<file path="src/rtl/segment_accumulator.sv">
// Segment accumulator: sums LEN-element segments delimited by ilast, one result per segment.
// Optional macro SEGMENT_ACCUMULATOR_LEN_CHECK_EN enables the per-segment length check driving err.
module segment_accumulator #(
    parameter int LEN    = 8,
    parameter int W      = 8,
    parameter int SIGNED = 0,
    localparam int WA    = W + $clog2(LEN)
) (
    input  logic          clk,
    input  logic          rst,
    input  logic [W-1:0]  idat,
    input  logic          ilast,
    input  logic          ifin,
    input  logic          ivld,
    output logic          irdy,
    output logic [WA-1:0] odat,
    output logic          olast,
    output logic          ovld,
    input  logic          ordy,
    output logic          err
);

    logic [WA-1:0] acc;
    logic [WA-1:0] ext_dat;
    logic [WA-1:0] sum;
    logic          first;
    logic          fire;
    logic          eff_last;

    assign irdy     = !rst && (!ovld || ordy);
    assign fire     = ivld && irdy;
    // With a single-element segment every beat closes its segment.
    assign eff_last = ilast || (LEN == 1);

    generate
        if (SIGNED != 0) begin : g_sext
            assign ext_dat = WA'($signed(idat));
        end else begin : g_zext
            assign ext_dat = WA'(idat);
        end
    endgenerate

    assign sum = first ? ext_dat : acc + ext_dat;

    always_ff @(posedge clk) begin
        if (rst) begin
            acc   <= '0;
            first <= 1'b1;
            odat  <= '0;
            olast <= 1'b0;
            ovld  <= 1'b0;
        end else begin
            if (ovld && ordy)
                ovld <= 1'b0;
            // A closing beat accepted while the old result drains reloads the output in place.
            if (fire) begin
                if (eff_last) begin
                    odat  <= sum;
                    olast <= ifin;
                    ovld  <= 1'b1;
                    first <= 1'b1;
                end else begin
                    acc   <= sum;
                    first <= 1'b0;
                end
            end
        end
    end

`ifdef SEGMENT_ACCUMULATOR_LEN_CHECK_EN
    localparam int            CW       = (LEN > 1) ? $clog2(LEN) : 1;
    localparam logic [CW-1:0] LAST_IDX = CW'(LEN - 1);

    logic [CW-1:0] cnt;
    logic          err_q;
    logic          bad;

    assign bad = (eff_last && (cnt != LAST_IDX)) ||
                 (!eff_last && (cnt == LAST_IDX)) ||
                 (ifin && !eff_last);

    always_ff @(posedge clk) begin
        if (rst) begin
            cnt   <= '0;
            err_q <= 1'b0;
        end else if (fire) begin
            err_q <= err_q | bad;
            // Saturate on overlong segments so the error keeps firing instead of wrapping.
            if (eff_last)
                cnt <= '0;
            else if (cnt != LAST_IDX)
                cnt <= cnt + 1'b1;
        end
    end

    assign err = err_q;
`else
    assign err = 1'b0;
`endif

endmodule

</file>
<file path="config.mk">
export PLATFORM = sky130hd
export DESIGN_NAME = segment_accumulator
export DESIGN_NICKNAME = d
export VERILOG_FILES = /design/src/rtl/segment_accumulator.sv
export SDC_FILE = /design/constraint.sdc
export NUM_CORES = 1
export LEC_CHECK = 0
export ABC_AREA = 1
export BUFFER_PORTS_ARGS = -buffer_cell sky130_fd_sc_hd__buf_2
export CORE_ASPECT_RATIO = 0.6
export CORE_MARGIN = 5
export CORE_UTILIZATION = 42
export DETAILED_ROUTE_END_ITERATION = 10
export PLACE_DENSITY = 0.59
export SLEW_MARGIN = 20
export SYNTH_ARGS = -nofsm -noshare
export SYNTH_HDL_FRONTEND = slang
export SYNTH_SLANG_ARGS = --single-unit
</file>
<file path="constraint.sdc">
create_clock -name clk -period 2.36 [get_ports clk]
set_clock_uncertainty 0.2 [all_clocks]
set_input_delay 0.472 -clock clk [delete_from_list [all_inputs] [get_ports clk]]
set_output_delay 0.472 -clock clk [all_outputs]
set_load 0.005 [all_outputs]
</file>
==> results.yml <==
outcome:
  status: "complete, no violations"
pwr:
  swShare_pct: 30.1
  vdd_ir_drop_max_mv: 0.332
  power.density_mw_per_mm2: 521
  internal_power_summed_over_all_cells_uw: 635
  clock_power_share_pct: 29.6
  power.combinational.fraction_pct: 20.4
  total_leakage_power_nw: 0.917
  total_switching_power_uw: 273
  flop_pwr_share_pct: 50.0
clock_network:
  clock_tree.htree_level_count: 1
  postCtsSetupRepairBufs: 0
  clock_tree.root_cell: "sky130_fd_sc_hd__clkbuf_8"
  hold_buffers: 0
  clkLatencyLatePin_ns: 0.28
  max-clock-path-buffers: 2
  cts_resized: 0
  cts_inserted_buffers: 3
  clkTransAtPathRegs_ns: 0.10
  tritoncts: "yes"
  cts_sinks: 25
floorplanning:
  boundaryPins: 29
  row_count: 16
  die-width_um: 87.8
  core-area_sq_mm: 0.00336
  die_height_um: 56.7
  design.die.area_sq_mm: 0.00497
  initial_utilization_pct: 45.3
min_path:
  hold_crit_depth: 2
  hold-path-endpoint: "olast$_SDFFE_PP0P_"
  holdCritStartpoint: "ifin"
  min-delay-path-class: "input pin to flop"
detailed_routing:
  firstDrtPassIters: 4
  vias_per_cell: 4.93
  routed_wirelength_mm: 3.89
  vias: 1459
  drtAntennaViolNets: 0
  route.detailed.wl_per_inst_um: 13.1
  remaining_drc_errors: 0
  initial_drc_count: 66
global_routing:
  grt_pass1_wl_mm: 6.50
  first_global_vias: 1307
  largest_net_degree_at_the_start_of_global_routing: 19
  initial_antenna_violation_count: 0
  global_route.usage.total_pct: 16.8
  globalRouteOverflowTotal: 0
timing:
  tns_ns: 0
  final.period_utilization_pct: 86.7
  grt_setup_unrepaired: "false"
  timing.final.hold_violations: 0
  period_minus_slack_ns: 2.05
  timing.final.setup_violations: 0
  max_freq_ghz: 0.489
  finalMaxSlewViolations: 0
  fin_ws_ns: 0.315
setup_path:
  critical_path.reg2reg.endpoint: "acc[6]$_SDFFE_PP0P_"
  critical_path.slowest_cell: "sky130_fd_sc_hd__dfxtp_1"
  critical_path.top_delay_family: "simple AND/OR/NAND/NOR gates"
  worst-r2r-cell-count: 13
  worst_r2r_startpoint: "acc[0]$_SDFFE_PP0P_"
  worst-path-buf-inv: 3
  worst_ep_required_time_ns: 2.34
  worstSetupEndpointType: "flop"
  timing.reg2reg.setup_slack_ns: 0.31
  cp_slowest_stage_delay_ns: 0.35
  path_common_cell: "sky130_fd_sc_hd__nand2_1"
  critical_path_class: "flop to flop"
  path_cells: "ha_1 -> inv_1 -> fa_1 -> inv_1 -> nand3_1 -> nand2_1 -> nand2_1 -> nand2_1 -> nand2_1 -> nand3_1 -> nand3_1 -> nand2_1 -> inv_1"
  critical_path_at_ns: 2.03
  critPathMaxFanout: 4
  critPathLaunchType: "flop"
  crit_start: "acc[0]$_SDFFE_PP0P_"
logic_synthesis:
  edff_count_synth: 0
  area_share_of_the_largest_cell_type_after_synthesis_pct: 32.8
  register_bit_total_from_synthesis: 25
  synthesis.area_per_instance_sq_um: 6.83
  async_reset_ff_share_pct: 0
  synth.cells.most_frequent: "sky130_fd_sc_hd__nand2_1, sky130_fd_sc_hd__inv_1, sky130_fd_sc_hd__dfxtp_1"
  simple_gate_portion_of_the_synthesized_area_pct: 35.0
  post_synth_mux_area_share_pct: 0
  synth-seq-area-share_pct: 32.8
  synth_top_family_by_area: "simple AND/OR/NAND/NOR gates"
  synthMostInstantiatedCell: "sky130_fd_sc_hd__nand2_1"
  synth-main-ff-cell: "sky130_fd_sc_hd__dfxtp_1"
  netlist_area_sq_mm: 0.00152
  yosysTopAreaCell: "sky130_fd_sc_hd__dfxtp_1"
  arithmetic_cell_share_of_the_synthesized_area_counting_full_adders_half_adders_and_majority_gates_pct: 7.88
  synthesized_area_fraction_occupied_by_ao_oa_aoi_and_oai_cells_pct: 14.6
  synth.yosys.warnings: 0
  synthesis.nets: 246
  synth.distinct_cells: 30
  ys_top_cells_by_area: "sky130_fd_sc_hd__dfxtp_1, sky130_fd_sc_hd__nand2_1, sky130_fd_sc_hd__inv_1, sky130_fd_sc_hd__ha_1, sky130_fd_sc_hd__nand3_1"
  synthesized_area_fraction_occupied_by_xor_and_xnor_cells_pct: 0
  synthCells: 223
placement:
  dpl.hpwl_mm: 2.97
  buffers_on_ports: 27
  routabilityCongestion: 0.886
  worst_slack_at_placement_ns: 0.104
job:
  max-cap-violations: 0
layout:
  post_route_cells_drive_above_1_share_pct: 17.1
  antennaDiodeCount: 0
  layout.filler_cells: 375
  design.final.nets: 275
  sequential_cell_area_sq_um: 500
  flow.area_growth_from_synthesis_pct: 14.2
  multiInputGateArea_sq_um: 880
## per-layer routing
layer | GRT usage (%) | routed length [um]
met5 | 0 | 0
met4 | 3.28 | 10
met3 | 4.68 | 189
met2 | 23.0 | 1510
met1 | 25.7 | 2180
## cell type report
| class | instances | area share (%) |
|---|---|---|
| Timing Repair Buffer | 29 | 8.63 |
| Clock buffer | 4 | 2.59 |
| Multi-Input combinational cell | 164 | 50.5 |
| Tap cell | 45 | 3.24 |
| Sequential cell | 25 | 28.8 |
| Inverter | 29 | 6.25 |
## power by group through the flow
stage	Clock [mW]	Sequential [mW]	Combinational, mW
after global routing	0.293	0.456	0.211
after detailed placement	0	0.463	0.184
final	0.269	0.453	0.185
after global placement	0	0.463	0.184
after floorplan	0	0.463	0.126
after CTS	0.278	0.454	0.185
## cells by family (layout without fill, tap and decap cells)
| logic type | count (synthesis) | in the layout |
|---|---|---|
| and+or+nand+nor | 117 | 117 |
| adders and majority gates | 9 | 9 |
| other | 1 | 1 |
| AOI/OAI and AO/OA | 37 | 37 |
| DFF | 25 | 25 |
| buffers and inverters | 34 | 62 |
## metrics by stage
| step | area, sq um | hold slack [ns] | power [mW] | std cells | util [%] |
|---|---|---|---|---|---|
| finish | 1740 | 0.226 | 0.907 | 296 | 51.7 |
| global route | 1740 | 0.219 | 0.960 | 296 | 51.7 |
| CTS | 1740 | 0.217 | 0.916 | 296 | 51.7 |
| detailed placement | 1700 | 0.248 | 0.647 | 292 | 50.4 |
| global placement | 1700 | 0.245 | 0.648 | 292 | 50.4 |
| floorplan | 1520 | 0.243 | 0.589 | 223 | - |
## placed cells by master, fill, tap and decap left out, types with 4 or more instances in the layout
| cell | synthesis | layout |
|---|---|---|
| sky130_fd_sc_hd__a31oi_1 | 4 | 4 |
| sky130_fd_sc_hd__a21oi_1 | 9 | 9 |
| sky130_fd_sc_hd__inv_1 | 27 | 27 |
| sky130_fd_sc_hd__a22o_1 | 4 | 4 |
| sky130_fd_sc_hd__dfxtp_1 | 25 | 25 |
| sky130_fd_sc_hd__nand3_1 | 19 | 19 |
| sky130_fd_sc_hd__o21a_1 | 5 | 5 |
| sky130_fd_sc_hd__nand2_1 | 73 | 73 |
| sky130_fd_sc_hd__buf_2 | 1 | 27 |
| sky130_fd_sc_hd__nor2_1 | 9 | 9 |
| sky130_fd_sc_hd__ha_1 | 8 | 8 |
| sky130_fd_sc_hd__o21ai_0 | 13 | 13 |
## worst max path at each step
stage	endpoint	slack (ns)	cells after the start
2_1_floorplan	acc[6]$_SDFFE_PP0P_	0.38	13
3_3_place_gp	acc[6]$_SDFFE_PP0P_	0.14	14
3_5_place_dp	acc[6]$_SDFFE_PP0P_	0.10	14
4_1_cts	acc[6]$_SDFFE_PP0P_	0.31	13
5_1_grt	acc[6]$_SDFFE_PP0P_	0.07	13
6_report	acc[6]$_SDFFE_PP0P_	0.31	13
## sequential cells by signal, indices dropped and copies added (netlist names)
name	count
acc	11
odat	11
ovld	1
first	1
olast	1
(Power assumes the default switching activity.)
